File: src/rtl/sprite_pkg.sv
// sprite_pkg: shared keycodes, screen limits, motion types and the per-axis step rule.
// SPRITE_BOUNCE_EN selects bounce (hold and negate) instead of clamp-and-stop at the edges.
package sprite_pkg;
    typedef enum logic {S_STOP, S_MOVE} motion_state_t;
    typedef logic signed [4:0] vel_t;
    typedef struct packed {
        logic [9:0] pos;
        vel_t       vel;
    } axis_t;
    localparam logic [9:0] H_MAX   = 10'd639;
    localparam logic [9:0] V_MAX   = 10'd479;
    localparam logic [9:0] START_X = 10'd320;
    localparam logic [9:0] START_Y = 10'd240;
    localparam vel_t       STEP    = 5'sd2;
    localparam logic [7:0] KEY_W     = 8'h1A;
    localparam logic [7:0] KEY_S     = 8'h16;
    localparam logic [7:0] KEY_A     = 8'h04;
    localparam logic [7:0] KEY_D     = 8'h07;
    localparam logic [7:0] KEY_SPACE = 8'h2C;
    // A position already past the limit (sprite grew) is pulled back to the limit first.
    function automatic axis_t axis_step(input logic [9:0] pos, input vel_t vel, input logic [9:0] lim);
        logic signed [11:0] n;
        axis_t r;
        n = $signed({2'b00, pos}) + $signed({{7{vel[4]}}, vel});
        r.pos = pos;
        r.vel = vel;
        if (pos > lim)
            r.pos = lim;
        else if (n < 0 || n > $signed({2'b00, lim})) begin
`ifdef SPRITE_BOUNCE_EN
            r.vel = -vel;
`else
            r.pos = n < 0 ? 10'd0 : lim;
            r.vel = '0;
`endif
        end else
            r.pos = n[9:0];
        return r;
    endfunction
endpackage

File: src/rtl/frame_tick_sync.sv
// frame_tick_sync: 2-flop synchronizer plus rising-edge detector for the frame strobe.
// A low level must be seen after reset before any edge is reported.
module frame_tick_sync (
    input  logic Clk,
    input  logic Reset_n,
    input  logic async_in,
    output logic tick
);
    logic r_s1, r_s2, r_prev, r_valid, r_armed;
    always_ff @(posedge Clk) begin
        if (!Reset_n) begin
            {r_s1, r_s2, r_prev, r_valid, r_armed} <= '0;
        end else begin
            r_s1    <= async_in;
            r_s2    <= r_s1;
            r_prev  <= r_s2;
            r_valid <= 1'b1;
            r_armed <= r_armed | (r_valid & ~r_s1);
        end
    end
    assign tick = r_s2 & ~r_prev & r_armed;
endmodule

File: src/rtl/sprite_motion.sv
// sprite_motion: once per frame turns the keycode into a velocity and moves the sprite on screen.
// Edge behaviour is bounce when SPRITE_BOUNCE_EN is defined, clamp-and-stop otherwise.
module sprite_motion
    import sprite_pkg::*;
(
    input  logic       Clk,
    input  logic       Reset_n,
    input  logic       frame_clk,
    input  logic [7:0] keycode,
    input  logic [9:0] width,
    input  logic [9:0] height,
    output logic [9:0] PosX,
    output logic [9:0] PosY,
    output logic       moving
);
    logic          w_tick;
    motion_state_t r_state, w_state_nx;
    vel_t          r_velx, r_vely, w_vx_key, w_vy_key;
    logic [9:0]    r_posx, r_posy, w_lim_x, w_lim_y;
    axis_t         w_ax, w_ay;
    logic          w_halt;

    frame_tick_sync u_sync (
        .Clk      (Clk),
        .Reset_n  (Reset_n),
        .async_in (frame_clk),
        .tick     (w_tick)
    );

    always_comb begin
        w_halt   = keycode == KEY_W || keycode == KEY_S || keycode == KEY_SPACE;
        w_vx_key = keycode == KEY_A ? -STEP : keycode == KEY_D ? STEP : w_halt ? '0 : r_velx;
        w_vy_key = keycode == KEY_W ? -STEP : keycode == KEY_S ? STEP :
                   (keycode == KEY_A || keycode == KEY_D || keycode == KEY_SPACE) ? '0 : r_vely;
        w_lim_x  = H_MAX - width;
        w_lim_y  = V_MAX - height;
        w_ax     = axis_step(r_posx, w_vx_key, w_lim_x);
        w_ay     = axis_step(r_posy, w_vy_key, w_lim_y);
        w_state_nx = r_state;
        if (w_tick)
            w_state_nx = (w_ax.vel != 0 || w_ay.vel != 0) ? S_MOVE : S_STOP;
    end

    always_ff @(posedge Clk) begin
        if (!Reset_n)
            r_state <= S_STOP;
        else
            r_state <= w_state_nx;
    end

    always_ff @(posedge Clk) begin
        if (!Reset_n) begin
            r_posx <= START_X;
            r_posy <= START_Y;
            r_velx <= '0;
            r_vely <= '0;
        end else if (w_tick) begin
            r_posx <= w_ax.pos;
            r_posy <= w_ay.pos;
            r_velx <= w_ax.vel;
            r_vely <= w_ay.vel;
        end
    end

    assign PosX   = r_posx;
    assign PosY   = r_posy;
    assign moving = r_state == S_MOVE;
endmodule
File: config.mk
export PLATFORM = sky130hd
export DESIGN_NAME = sprite_motion
export DESIGN_NICKNAME = d
export VERILOG_FILES = /design/src/rtl/sprite_pkg.sv /design/src/rtl/frame_tick_sync.sv /design/src/rtl/sprite_motion.sv
export SDC_FILE = /design/constraint.sdc
export NUM_CORES = 1
export LEC_CHECK = 0
export CORE_ASPECT_RATIO = 1.75
export CORE_UTILIZATION = 65
export CTS_CLUSTER_SIZE = 16
export DETAILED_ROUTE_END_ITERATION = 8
export DONT_BUFFER_PORTS = 1
export GPL_TIMING_DRIVEN = 0
export PLACE_DENSITY = 0.86
export SLEW_MARGIN = 40
export SYNTH_ARGS = -nofsm -noshare
export SYNTH_HDL_FRONTEND = slang
export SYNTH_SLANG_ARGS = --single-unit
File: constraint.sdc
create_clock -name Clk -period 6.3 [get_ports Clk]
set_input_delay 0 -clock Clk [delete_from_list [all_inputs] [get_ports Clk]]
set_output_delay 0 -clock Clk [all_outputs]
set_load 0.02 [all_outputs]
After elaboration in Yosys (flattened, before gate mapping)
Cells that the tools add are included.
{"block": "classes", "eq_ne": 5, "magnitude_cmp": 6, "reduce_logical": 9, "mux": 18, "addsub": 4, "bitwise": 6}
{"op": "32-bit nonzero test", "count": 2}
{"op": "10-bit 2-to-1 mux", "count": 6}
{"op": "5-bit 2-to-1 mux", "count": 10}
{"op": "11-bit by 5-bit adder with 12-bit output", "count": 2}
{"op": "12-bit by 11-bit > comparator with 1-bit output", "count": 2}
{"op": "12-bit by 1-bit < comparator with 1-bit output (second input constant)", "count": 2}
{"op": "10-bit > comparator", "count": 2}
{"op": "8-bit by 3-bit equality test with 1-bit output (second input constant)", "count": 2}
{"op": "8-bit by 5-bit equality test with 1-bit output (second input constant)", "count": 2}
{"op": "10-bit subtractor (first input constant)", "count": 1}
{"op": "9-bit by 10-bit subtractor with 10-bit output (first input constant)", "count": 1}
{"op": "8-bit by 6-bit equality test with 1-bit output (second input constant)", "count": 1}
{"op": "1-bit logical OR", "count": 7}
{"op": "1-bit bitwise AND", "count": 3}
{"op": "1-bit 2-to-1 mux", "count": 2}
{"op": "1-bit inverter", "count": 2}
{"op": "1-bit bitwise OR", "count": 1}
{"block": "word_totals", "register_bits": 36, "wordCells": 58, "output_inout_bits": 21}

Logic depth before layout (Yosys ltp)
Gate-level depths: netlist of run 1.
{"block": "logic_depth", "word_depth": 14, "depth_mapped": 25}

Hierarchy
Synthesis of run 1 repeated with hierarchy kept, for this count alone.
{"block": "hier_totals", "hier_cells": 453, "hier_area_um2": 3692.3}
{"mod": "sprite_motion", "cells_each": 441, "area_each_um2": 3552.2, "seq_area_each_um2": 620.6, "instances": 1}
{"mod": "frame_tick_sync", "cells_each": 12, "area_each_um2": 140.1, "seq_area_each_um2": 100.1, "instances": 1}

Least setup slack after synthesis of run 1
No wires, ideal clock.
{"block": "synth_timing", "kind": "input-to-reg", "start": "input port keycode[7]", "end": "register r_posx[0], in the netlist PosX[0]", "arrival_ns": 4.411, "cell_stages": 19, "setup_ns": 0.123, "setup_slack_ns": 1.766, "t_required_ns": 6.177, "path_cell_list": "or3_1 > a2bb2oi_1 > mux2_2 > a21boi_0 > inv_1 > ha_1 > a211oi_1 > o21bai_1 > or4_1 > o211ai_1 > xnor2_1 > ha_1 > nand3_1 > a211oi_1 > o41ai_1 > a211oi_1 > or3_1 > a221oi_1 > nor2_1"}
{"block": "synth_via", "elab_chain_len": 11}
{"element": "from (decl)", "line_no": "sprite_motion.sv:9", "rtl": "input logic [7:0] keycode,"}
{"element": "8-bit by 5-bit equality test with 1-bit output", "line_no": "sprite_motion.sv:31", "rtl": "w_halt = keycode == KEY_W || keycode == KEY_S || keycode == KEY_SPACE;"}
{"element": "1-bit logical OR (2 in series)", "line_no": "sprite_motion.sv:31"}
{"element": "5-bit 2-to-1 mux (2 in series)", "line_no": "sprite_motion.sv:32", "rtl": "w_vx_key = keycode == KEY_A ? -STEP : keycode == KEY_D ? STEP : w_halt ? '0 : r_velx;"}
{"element": "5-bit 2-to-1 mux (*)", "line_no": "sprite_motion.sv:32"}
{"element": "11-bit by 5-bit adder with 12-bit output (*)", "line_no": "sprite_pkg.sv:24", "rtl": "n = $signed({2'b00, pos}) + $signed({{7{vel[4]}}, vel});"}
{"element": "12-bit by 1-bit < comparator with 1-bit output or 12-bit by 11-bit > comparator with 1-bit output (tied branches)", "line_no": "sprite_pkg.sv:29, sprite_pkg.sv:33"}
{"element": "10-bit 2-to-1 mux or 1-bit logical OR (tied branches)", "line_no": "sprite_pkg.sv:33, sprite_pkg.sv:29"}
{"element": "10-bit 2-to-1 mux (*)", "line_no": "sprite_pkg.sv:29", "rtl": "else if (n < 0 || n > $signed({2'b00, lim})) begin"}
{"element": "10-bit 2-to-1 mux (*)", "line_no": "sprite_pkg.sv:27", "rtl": "if (pos > lim)"}
{"element": "to (signal assigned)", "line_no": "sprite_motion.sv:58", "rtl": "r_posx <= w_ax.pos;"}
{"element": "to (decl)", "line_no": "sprite_motion.sv:19", "rtl": "logic [9:0] r_posx, r_posy, w_lim_x, w_lim_y;"}
Every way passes the cells marked *; elsewhere a longest branch is shown, timed or not.
A chain may end at the register's enable or synchronous reset.

Worst setup path in the final report of run 1
{"block": "layout_timing", "start": "input port keycode[7]", "end": "register r_posx[8], in the netlist PosX[8]"}
The elaborated chain is that of the path after synthesis.

==> summary.md, run 1 <==
| Metric | Value |
|---|---|
| Vias post-DR | 3953 |
| Status | completed |
| Synthesized area | 3789 µm² |
| Max Cap Viol | 0 |
| Antenna-violating nets left | 0 |
| Final setup viols | 0 |
| Row cnt | 36 |
| Worst VDD drop | roughly 120 µV |
| Worst slew margin | 0.4948 |
| Chip height | 103.0 µm |
| Tot GR Track Use | 0.4102 |
| CTS root buffer | clkbuf_8 |
| H-tree depth | 2 |
| Largest net degree at the start of global routing | 15 |
| Unrepaired setup endpoints after global routing | false |
| CP max FO | 10 |
| Share of cells above drive strength 1 | 0.06707 |
| Total CTS buffers | 5 |
| Global routing met1 resource utilization | 0.3934 |
| Net count reported at finish | 589 |
| Synth cell types | just under 70 |
| CP max stage delay | 630 ps |
| Met3 usage | 0.1041 |
| Reg area | 720.7 µm² |
| Arr. time, crit path | about 5300 ps |
| Critical Path End Type | flop |
| Crit start category | input pin |
| Post-synth ARST share | 0 |
| Final Hold Viols | 0 |
| Hold_buf cts | 12 |
| Delay-heaviest family, CP | compound AO/OA/AOI/OAI gates |
| Clk Latency, worst-skew pair | ~300 ps |
| Dominant synthesized flop cell | dfxtp_1 |
| CTS tree | built |
| CTS resizes | 0 |
| DRT iter0 DRCs | 345 |
| DR vias/cell | 6.960 |
| I/O pin count | 52 |
| Core ar. | about 5600 µm² |
| Reg clk slew, reported paths | about 70 ps |
| Die X | 59.71 µm |
| Layout Skew | ~6.6 ps |
| Pre-Repair DR Iteration Count | 7 |
| Synth top area cells | ha_1 21%, dfxtp_1 19%, a21oi_1 5.0% |
| Gpl congestion | 0.9783 |
| I/O Buffers | 0 |
| Final HPWL from detailed placement | about 8600 µm |
| GR Overflow Total | 0 |
| Busiest grt layer | met2 |
| Synth Register Bits | 36 |
| Antenna violations before repair | 0 |
| DIE AREA | 6150 µm² |
| Sequential area share after synthesis | 0.1902 |
| Vias in the first global route | 3956 |
| Area leader, netlist | ha_1 |
| Area Overhead vs Synth | 8.553% |
| Remaining DRCs | 0 |
| Pins over their slew limit | 0 |
| Clock buffer depth | 2 |
| Filler instances | 469 |
| Yosys warning total | 0 |
| Post-synth net total | 570 |
| Leak pwr | approximately 1.9 nW |
| Final min period | around 5100 ps |
| Hold/Removal Path Class | in -> reg |
| Slowest-stage cell, CP | a211oi_2 |
| Worst-margin pin slew | 756.4 ps |
| Post-synth EDFFs | 0 |
| Pwr/cell area | around 140 nW/µm² |
| Yosys top cell area share | 0.2114 |
| Ant diodes | 0 |
| Gate count after technology mapping | 473 |
| First-pass GRT wire length | 18990 µm |
| Area of the multi-input gates | 2889 µm² |
| Place WS | 1030 ps |
| Average wire per standard cell | approximately 20 µm |
| Starting density of the core | 0.6783 |
| CP Buf/Inv Count | 2 |
| Sink Count | 36 |
| Fin crit share | 0.8092 |
| Max Clock Freq | 196.2 MHz |
| Final TNS setup | 0 ps |
| Req. time, crit path | roughly 6500 ps |
| Avg Cell Area, Syn | 8.010 µm² |
| Final worst slack | 1202 ps |
| Setup CP Type | in -> reg |
| Met2 GRT Util | 0.7496 |
| Detailed Route WL | roughly 12000 µm |
| Post-CTS setup buffer count | 0 |
| Critical path cell sequence | nor4b_4 -> a2bb2oi_1 -> mux2_2 -> a21boi_0 -> inv_1 -> ha_1 -> a211oi_1 -> o21bai_1 -> or4_1 -> o211ai_1 -> xnor2_1 -> ha_1 -> nand3_1 -> a211oi_1 -> o41ai_1 -> inv_1 -> a211oi_2 -> a21oi_1 -> a21oi_1 |
==> area by class of cell <==
type,instances,share of cell area
inverter,35,0.03255
clock buffer,7,0.02343
timing repair buffer,12,0.02921
buffer,10,0.01399
multi-input combinational,392,0.7025
tap,76,0.02312
sequential,36,0.1752
==> where the power goes <==
group,switching [mW],internal (mW),leakage [nW]
Sequential,0.00827,0.232,0.292
Combinational,0.0923,0.0643,1.52
Clock,0.0893,0.0975,0.0503
==> state kept, by name, summed over array words and instances (netlist names) <==
signal,flops
r_vely,5
PosY,10
PosX,10
u_sync.r_s1,1
u_sync.r_valid,1
u_sync.r_prev,1
u_sync.r_armed,1
r_velx,5
u_sync.r_s2,1
moving,1
==> layer usage <==
metal,up-vias,routed length (µm),part of all wire
met5,-,0,0
met4,0,834,0.072
met3,81,809,0.070
met2,240,6059,0.53
met1,1817,3814,0.33
li1,1815,-,-
==> synthesized netlist by cell type (all sizes together) (3+ instances only) <==
cell type	count
a211oi	14
a21boi	3
a21o	10
a21oi	38
a22oi	4
a2bb2oi	5
and2	6
and3	8
buf	4
clkbuf	6
dfxtp	36
ha	64
inv	35
nand2	36
nand3	24
nand4	9
nor2	30
nor2b	9
nor3	6
o211ai	5
o21a	8
o21ai	31
o21bai	4
o221ai	3
o22a	3
or3	7
xnor2	12
xor2	7
==> final timing paths <==
kind / startpoint / endpoint / slack, ps / cells past startpoint
setup / recovery: keycode[7] / PosX[8] / 1200 / 19
hold / removal: width[2] / PosX[2] / 5 / 2
setup reg to reg: r_velx[1] / PosX[8] / 1540 / 16
hold reg to reg: r_vely[0] / r_vely[0] / 440 / 2
==> kinds of logic (layout without fill, tap and decap cells) <==
logic type	count (synthesis)	after routing	synth area share
flip-flops	36	36	0.1902
XOR/XNOR	19	19	0.04392
multiplexers	3	3	0.008256
adder cells (fa/ha/maj)	66	66	0.2219
AND/OR/NAND/NOR	149	149	0.2084
AO/OA/AOI/OAI	155	155	0.2768
buffers and inverters	45	64	0.05053
==> cell usage in the layout (no fill, tap or decap), drive strengths merged, types with 13 or more instances in the layout <==
cell	Yosys	final
ha	64	64
a21oi	38	38
dfxtp	36	36
nand2	36	36
inv	35	35
o21ai	31	31
nor2	30	30
nand3	24	24
a211oi	14	14
clkbuf	6	13
==> metrics by stage <==
stage                     cell area (µm²)  std cells  hold WS, ps  utilization  power (mW)
after floorplan                      3789        473        27.72            -      0.3529
final                                4113        568        4.911       0.7363      0.5837
after global routing                 4113        568        16.55       0.7363      0.6097
after detailed placement             3889        549        27.91       0.6962      0.3882
after CTS                            4105        568        5.166       0.7350      0.5749
after global placement               3884        549        27.86       0.6953      0.3818
Note: power is estimated with default switching activity, not from simulation.
==> run 2, diff against run 1 <==
--- a/config.mk
+++ b/config.mk
@@ -6,12 +6,12 @@
 export NUM_CORES = 1
 export LEC_CHECK = 0
 export CORE_ASPECT_RATIO = 1.75
-export CORE_UTILIZATION = 65
+export CORE_UTILIZATION = 59
 export CTS_CLUSTER_SIZE = 16
 export DETAILED_ROUTE_END_ITERATION = 8
 export DONT_BUFFER_PORTS = 1
 export GPL_TIMING_DRIVEN = 0
-export PLACE_DENSITY = 0.86
+export PLACE_DENSITY = 0.83
 export SLEW_MARGIN = 40
 export SYNTH_ARGS = -nofsm -noshare
 export SYNTH_HDL_FRONTEND = slang
==> constraint.sdc (replaced) <==
create_clock -name Clk -period 4.55 [get_ports Clk]
set_input_delay 0 -clock Clk [delete_from_list [all_inputs] [get_ports Clk]]
set_output_delay 0 -clock Clk [all_outputs]
set_load 0.02 [all_outputs]
==> run 2 against run 1 <==
Compared with the run above: via count decreased by 0.89%; final cell count increased by 2.8%; design area increased by 6.3%; register-to-register slack got worse by 1400 ps; clock-buffer cell count decreased by 2; wire length decreased by 0.55%; largest cell class unchanged.
==> summary.md, run 2 (synthesis gave the netlist of run 1 again) <==
| Metric | Value |
|---|---|
| Ant diodes | 0 |
| Fin crit share | 0.9738 |
| Worst VDD drop | approximately 160 µV |
| Critical Path End Type | flop |
| Crit start category | input pin |
| Vias post-DR | 3918 |
| Max Cap Viol | 0 |
| DR vias/cell | between 6 and 7 |
| Core ar. | between 6000 and 7000 µm² |
| Row cnt | 38 |
| Starting density of the core | 0.6130 |
| Worst slew margin | 0.5475 |
| Delay-heaviest family, CP | compound AO/OA/AOI/OAI gates |
| Final worst slack | 119.3 ps |
| Detailed Route WL | 11450 µm |
| Chip height | 108.0 µm |
| Overall Power | 0.8781 mW |
| Sink Count | 36 |
| Average wire per standard cell | 19.61 µm |
| Reg clk slew, reported paths | 80 ps |
| Final HPWL from detailed placement | 8547 µm |
| Critical path cell sequence | or3_1 -> a2bb2oi_1 -> mux2_4 -> a21boi_4 -> inv_1 -> ha_1 -> a211oi_1 -> o21bai_1 -> or4_1 -> o211ai_1 -> xnor2_1 -> ha_1 -> nand3_1 -> o22ai_1 -> o41ai_2 -> buf_4 -> a211oi_2 -> or3_4 -> a221oi_1 -> nor2_1 |
| Antenna-violating nets left | 0 |
| CP Buf/Inv Count | 2 |
| Req. time, crit path | 4730 ps |
| Slowest-stage cell, CP | or4_1 |
| Leak pwr | 1.948 nW |
| Die X | 62.58 µm |
| Pwr/cell area | approximately 200 nW/µm² |
| Gpl congestion | 0.9327 |
| Setup CP Type | in -> reg |
| DRT iter0 DRCs | 261 |
| CTS root buffer | clkbuf_8 |
| Worst-margin pin slew | approximately 680 ps |
| CP max FO | 7 |
| CTS tree | built |
| Tot GR Track Use | 0.3302 |
| Layout Skew | 12.64 ps |
| Filler instances | just under 500 |
| Total CTS buffers | 5 |
| Clock buffer depth | 2 |
| Vias in the first global route | 3929 |
| Finished Core Util | 0.7073 |
| Largest net degree at the start of global routing | 15 |
| I/O pin count | 52 |
| Pins over their slew limit | 0 |
| Final setup viols | 0 |
| Pre-Repair DR Iteration Count | 5 |
| H-tree depth | 2 |
| WHS | 4.347 ps |
| Share of cells above drive strength 1 | 0.1369 |
| DIE AREA | roughly 6800 µm² |
| Final min period | 4431 ps |
| Remaining DRCs | 0 |
| Status | completed |
| Max Clock Freq | around 230 MHz |
| GR Overflow Total | 0 |
| Place WS | -703.5 ps |
| Hold/Removal Path Class | in -> reg |
| Antenna violations before repair | 0 |
| CP max stage delay | ~470 ps |
| Most frequent cells in the layout | 62 x ha_1, 36 x a21oi_1, 36 x nand2_1 |
| Arr. time, crit path | about 4600 ps |
| Unrepaired setup endpoints after global routing | true |
| Most common cell after layout, fill and taps aside | ha_1 |
| First-pass GRT wire length | 17480 µm |
| Clk Latency, worst-skew pair | 300 ps |
| Area Overhead vs Synth | 15.39% |
| Crit-path most repeated cell | ha_1 |
| I/O Buffers | 0 |
| Final Hold Viols | 0 |
| Net count reported at finish | 600 |
==> run 2: cell count changes in the layout (fill, tap and decap cells not counted), sizes merged <==
cell	before	now
buf	4	14
clkbuf	13	11
bufinv	0	1
clkinv	0	1
clkinvlp	0	1
dlygate4sd3	12	13
==> run 2: cell type report <==
| type | instances | area, µm² | share of cell area |
|---|---|---|---|
| multi-input cells | 392 | 3037 | 0.6946 |
| flip-flops and latches | 36 | 721.9 | 0.1651 |
| repair buffers | 23 | 205.2 | 0.04694 |
| inverters | 35 | 138.9 | 0.03177 |
| well taps | 80 | 100.1 | 0.02290 |
| clock buffers | 5 | 68.82 | 0.01574 |
| plain buffers | 10 | 57.56 | 0.01317 |
| clock inverters | 3 | 42.54 | 0.009731 |
==> run 2: path summary, 6_finish.rpt <==
check,slack (ps),to,cells after the start,from
worst max-delay path,120,PosX[0],20,keycode[7]
worst min register to register,440,r_vely[0],2,r_vely[0]
worst max register to register,160,PosX[0],19,r_velx[4]
worst min-delay path,4,PosY[8],2,height[8]
==> run 2: metrics by stage <==
| step | setup TNS, ps | cells | cell area (µm²) |
|---|---|---|---|
| global route | -182.5 | 584 | 4372 |
| global placement | -13380 | 553 | 3889 |
| CTS | 0 | 575 | 4188 |
| floorplan | 0 | 473 | 3789 |
| detailed placement | -14870 | 553 | 3894 |
| finish | 0 | 584 | 4372 |
==> run 2: where the power goes <==
| group | total, mW | internal, mW | switching [mW] | leakage (nW) |
|---|---|---|---|---|
| Clock | 0.296 | 0.162 | 0.134 | 0.0541 |
| Combinational | 0.250 | 0.109 | 0.141 | 1.60 |
| Sequential | 0.332 | 0.321 | 0.0113 | 0.292 |
==> run 2: routing by layer <==
metal,routed length [µm],vias up,GRT usage
li1,-,1843,-
met2,6173,178,0.6522
met4,756,0,0.2525
met1,3833,1832,0.2865
met3,691,65,0.05802
met5,0,-,0
==> run 2: what timing repair did <==
| item | in CTS | in global routing |
|---|---|---|
| setup endpoints to repair | 30 | 26 |
| cloned | 0 | 1 |
| hold buffers | 13 | 0 |
| pin swaps | 2 | 11 |
| setup buffers | 1 | 8 |
| endpoints found under the hold margin | 13 | 0 |
| gates resized for setup | 10 | 29 |
==> run 3, diff against run 2 <==
--- a/config.mk
+++ b/config.mk
@@ -5,6 +5,8 @@
 export SDC_FILE = /design/constraint.sdc
 export NUM_CORES = 1
 export LEC_CHECK = 0
+export ABC_AREA = 1
+export ABC_CLOCK_PERIOD_IN_PS = 4550
 export CORE_ASPECT_RATIO = 1.75
 export CORE_UTILIZATION = 59
 export CTS_CLUSTER_SIZE = 16
==> run 3 against run 2 <==
Compared with the run above: first-iteration DRC count down 30%; largest power group unchanged; sequential cell count unchanged; clock-buffer cell count up 1.
==> summary.md, run 3 <==
| Metric | Value |
|---|---|
| Status | completed |
| Overall Power | 0.9207 mW |
| Post-synth net total | 680 |
| Average wire per standard cell | 15.81 µm |
| Chip height | 109.4 µm |
| Total CTS buffers | 5 |
| Final min period | a little under 4000 ps |
| Row cnt | 38 |
| Pre-Repair DR Iteration Count | 6 |
| Worst slew margin | 0.5687 |
| Filler instances | 560 |
| Most frequent cells in the layout | 125 x nand2_1, 72 x inv_1, 66 x nor2_1 |
| Clk Latency, worst-skew pair | 320 ps |
| GR Overflow Total | 0 |
| Avg Cell Area, Syn | 6.666 µm² |
| Post-synth EDFFs | 0 |
| Sequential area share after synthesis | 0.1854 |
| Antenna-violating nets left | 0 |
| CP max FO | 9 |
| Synth cell types | 38 |
| Post-CTS setup buffer count | 0 |
| Worst reg2reg path depth | 21 |
| Finished Core Util | 0.6762 |
| Largest net degree at the start of global routing | 13 |
| Setup CP Type | reg -> reg |
| Sink Count | 36 |
| Gpl congestion | 0.9896 |
| Critical Path End Type | flop |
| Synth Register Bits | 36 |
| Crit start category | flop |
| Arr. time, crit path | 4180 ps |
| Reg clk slew, reported paths | 90 ps |
| Unrepaired setup endpoints after global routing | false |
| Final worst slack | between 500 and 600 ps |
| Leak pwr | 2.089 nW |
| Final Hold Viols | 0 |
| H-tree depth | 2 |
| Core ar. | between 6000 and 7000 µm² |
| DRT iter0 DRCs | 183 |
| Net count reported at finish | between 700 and 800 |
| Detailed Route WL | between 10000 and 15000 µm |
| Post-synth ARST share | 0 |
| Hold path startpoint | height[7] |
| Max Cap Viol | 0 |
| I/O pin count | 52 |
| Place WS | between 400 and 500 ps |
| Ant diodes | 0 |
| I/O Buffers | 0 |
| Remaining DRCs | 0 |
| Final TNS setup | 0 ps |
| Gate count after technology mapping | between 500 and 600 |
| Layout Skew | 12.86 ps |
| WHS | 54.03 ps |
| Yosys warning total | 0 |
| Top-count cell post-synth | nand2_1 |
| Area Overhead vs Synth | 9.208% |
| Die X | 63.35 µm |
| First-pass GRT wire length | 17130 µm |
| Final HPWL from detailed placement | 8564 µm |
| CTS root buffer | clkbuf_8 |
| Area leader, netlist | ha_1 |
| Most common cell after layout, fill and taps aside | nand2_1 |
| Synthesized area | 3886 µm² |
| Starting density of the core | 0.6192 |
| Fin crit share | 0.8733 |
| Vias post-DR | about 3900 |
| Antenna violations before repair | 0 |
| Max Clock Freq | 251.7 MHz |
| CP Launch Point | r_vely[1] |
| Hold depth | 4 |
| Worst VDD drop | 133.5 µV |
| Hold/Removal Path Class | in -> reg |
| Pwr/cell area | 216.9 nW/µm² |
| Pins over their slew limit | 0 |
| Share of cells above drive strength 1 | 0.06919 |
| Clock buffer depth | 2 |
| Tot GR Track Use | 0.3251 |
| DIE AREA | 6928 µm² |
| Dominant synthesized flop cell | dfxtp_1 |
| Req. time, crit path | 4760 ps |
| DR vias/cell | 5.702 |
| Top cells by count, synth | 125 x nand2_1, 72 x inv_1, 66 x nor2_1 |
| CTS tree | built |
| Worst-margin pin slew | 646.9 ps |
| Vias in the first global route | 3963 |
| Yosys top cell area share | 0.2061 |
| RR Startpoint | r_vely[1] |
| Synth top area cells | ha_1 21%, dfxtp_1 19%, nand2_1 12% |
| CTS resizes | 0 |
| Final setup viols | 0 |
==> run 3: cell count changes after synthesis, sizes merged, moves of 9 or more <==
cell and delta:
nand2 +100, a21oi +11, inv +43, nor2 +42
o21ai +25, nor2b -9, a211oi -13
==> run 3: worst max-delay path, cell delays in order, from the launching register on <==
cell	delay, ps
dfxtp_1	340
inv_1	40
o21ai_0	340
inv_1	110
fa_1	470
o21a_1	230
o21ai_0	290
a31o_2	220
xor2_1	210
inv_1	70
ha_1	280
nand2_1	110
nor2_1	110
nand4_1	90
nand2_1	140
nand3_4	120
nor2_8	210
inv_4	80
nand2_4	130
nor2_1	70
nor2_1	140
nor2_1	70
==> run 3: final cells by class <==
class	count	area [µm²]	share of cell area
clock inverter	2	15.01	0.003538
sequential	36	720.7	0.1698
multi-input combinational	460	2836	0.6683
clock buffer	6	82.58	0.01946
tap	80	100.1	0.02358
timing repair buffer	16	160.2	0.03774
buffer	8	30.03	0.007075
inverter	79	299.0	0.07046
==> run 3: final timing paths <==
check	end	slack, ps
max	PosY[1]	580
min	PosY[7]	50
max reg2reg	PosY[1]	580
min reg2reg	u_sync.r_prev	440
==> run 3: power by group <==
group	leakage, nW	total [mW]	switching [mW]	internal (mW)
sequential	0.293	0.339	0.0147	0.324
combinational	1.75	0.317	0.205	0.112
clock	0.0434	0.265	0.142	0.123
==> run 3: per-stage QoR <==
step           cells  cell area (µm²)
3_5_place_dp     663             3986
4_1_cts          687             4244
6_report         687             4244
5_1_grt          687             4244
3_3_place_gp     663             3986
2_1_floorplan    583             3886
==> run 3: per-layer routing <==
| metal | vias to the layer above | routed length (µm) | GRT usage | share of wire |
|---|---|---|---|---|
| met1 | 1789 | 3688 | 0.2672 | 0.34 |
| met4 | 0 | 662 | 0.2581 | 0.061 |
| met2 | 119 | 6066 | 0.6619 | 0.56 |
| li1 | 1967 | - | - | - |
| met5 | - | 0 | 0 | 0 |
| met3 | 42 | 447 | 0.04564 | 0.041 |
==> run 3: kinds of logic after synthesis <==
| kind of cell | share of synthesized area |
|---|---|
| AND/OR/NAND/NOR | 0.2859 |
| buffers and inverters | 0.08468 |
| XOR/XNOR | 0.04507 |
| adder cells (fa/ha/maj) | 0.2164 |
| flip-flops | 0.1854 |
| AO/OA/AOI/OAI | 0.1826 |
==> run 3: repair_timing <==
action	in CTS	in global routing
setup endpoints to repair	0	0
hold endpoints to repair	16	0
hold buffers	16	0
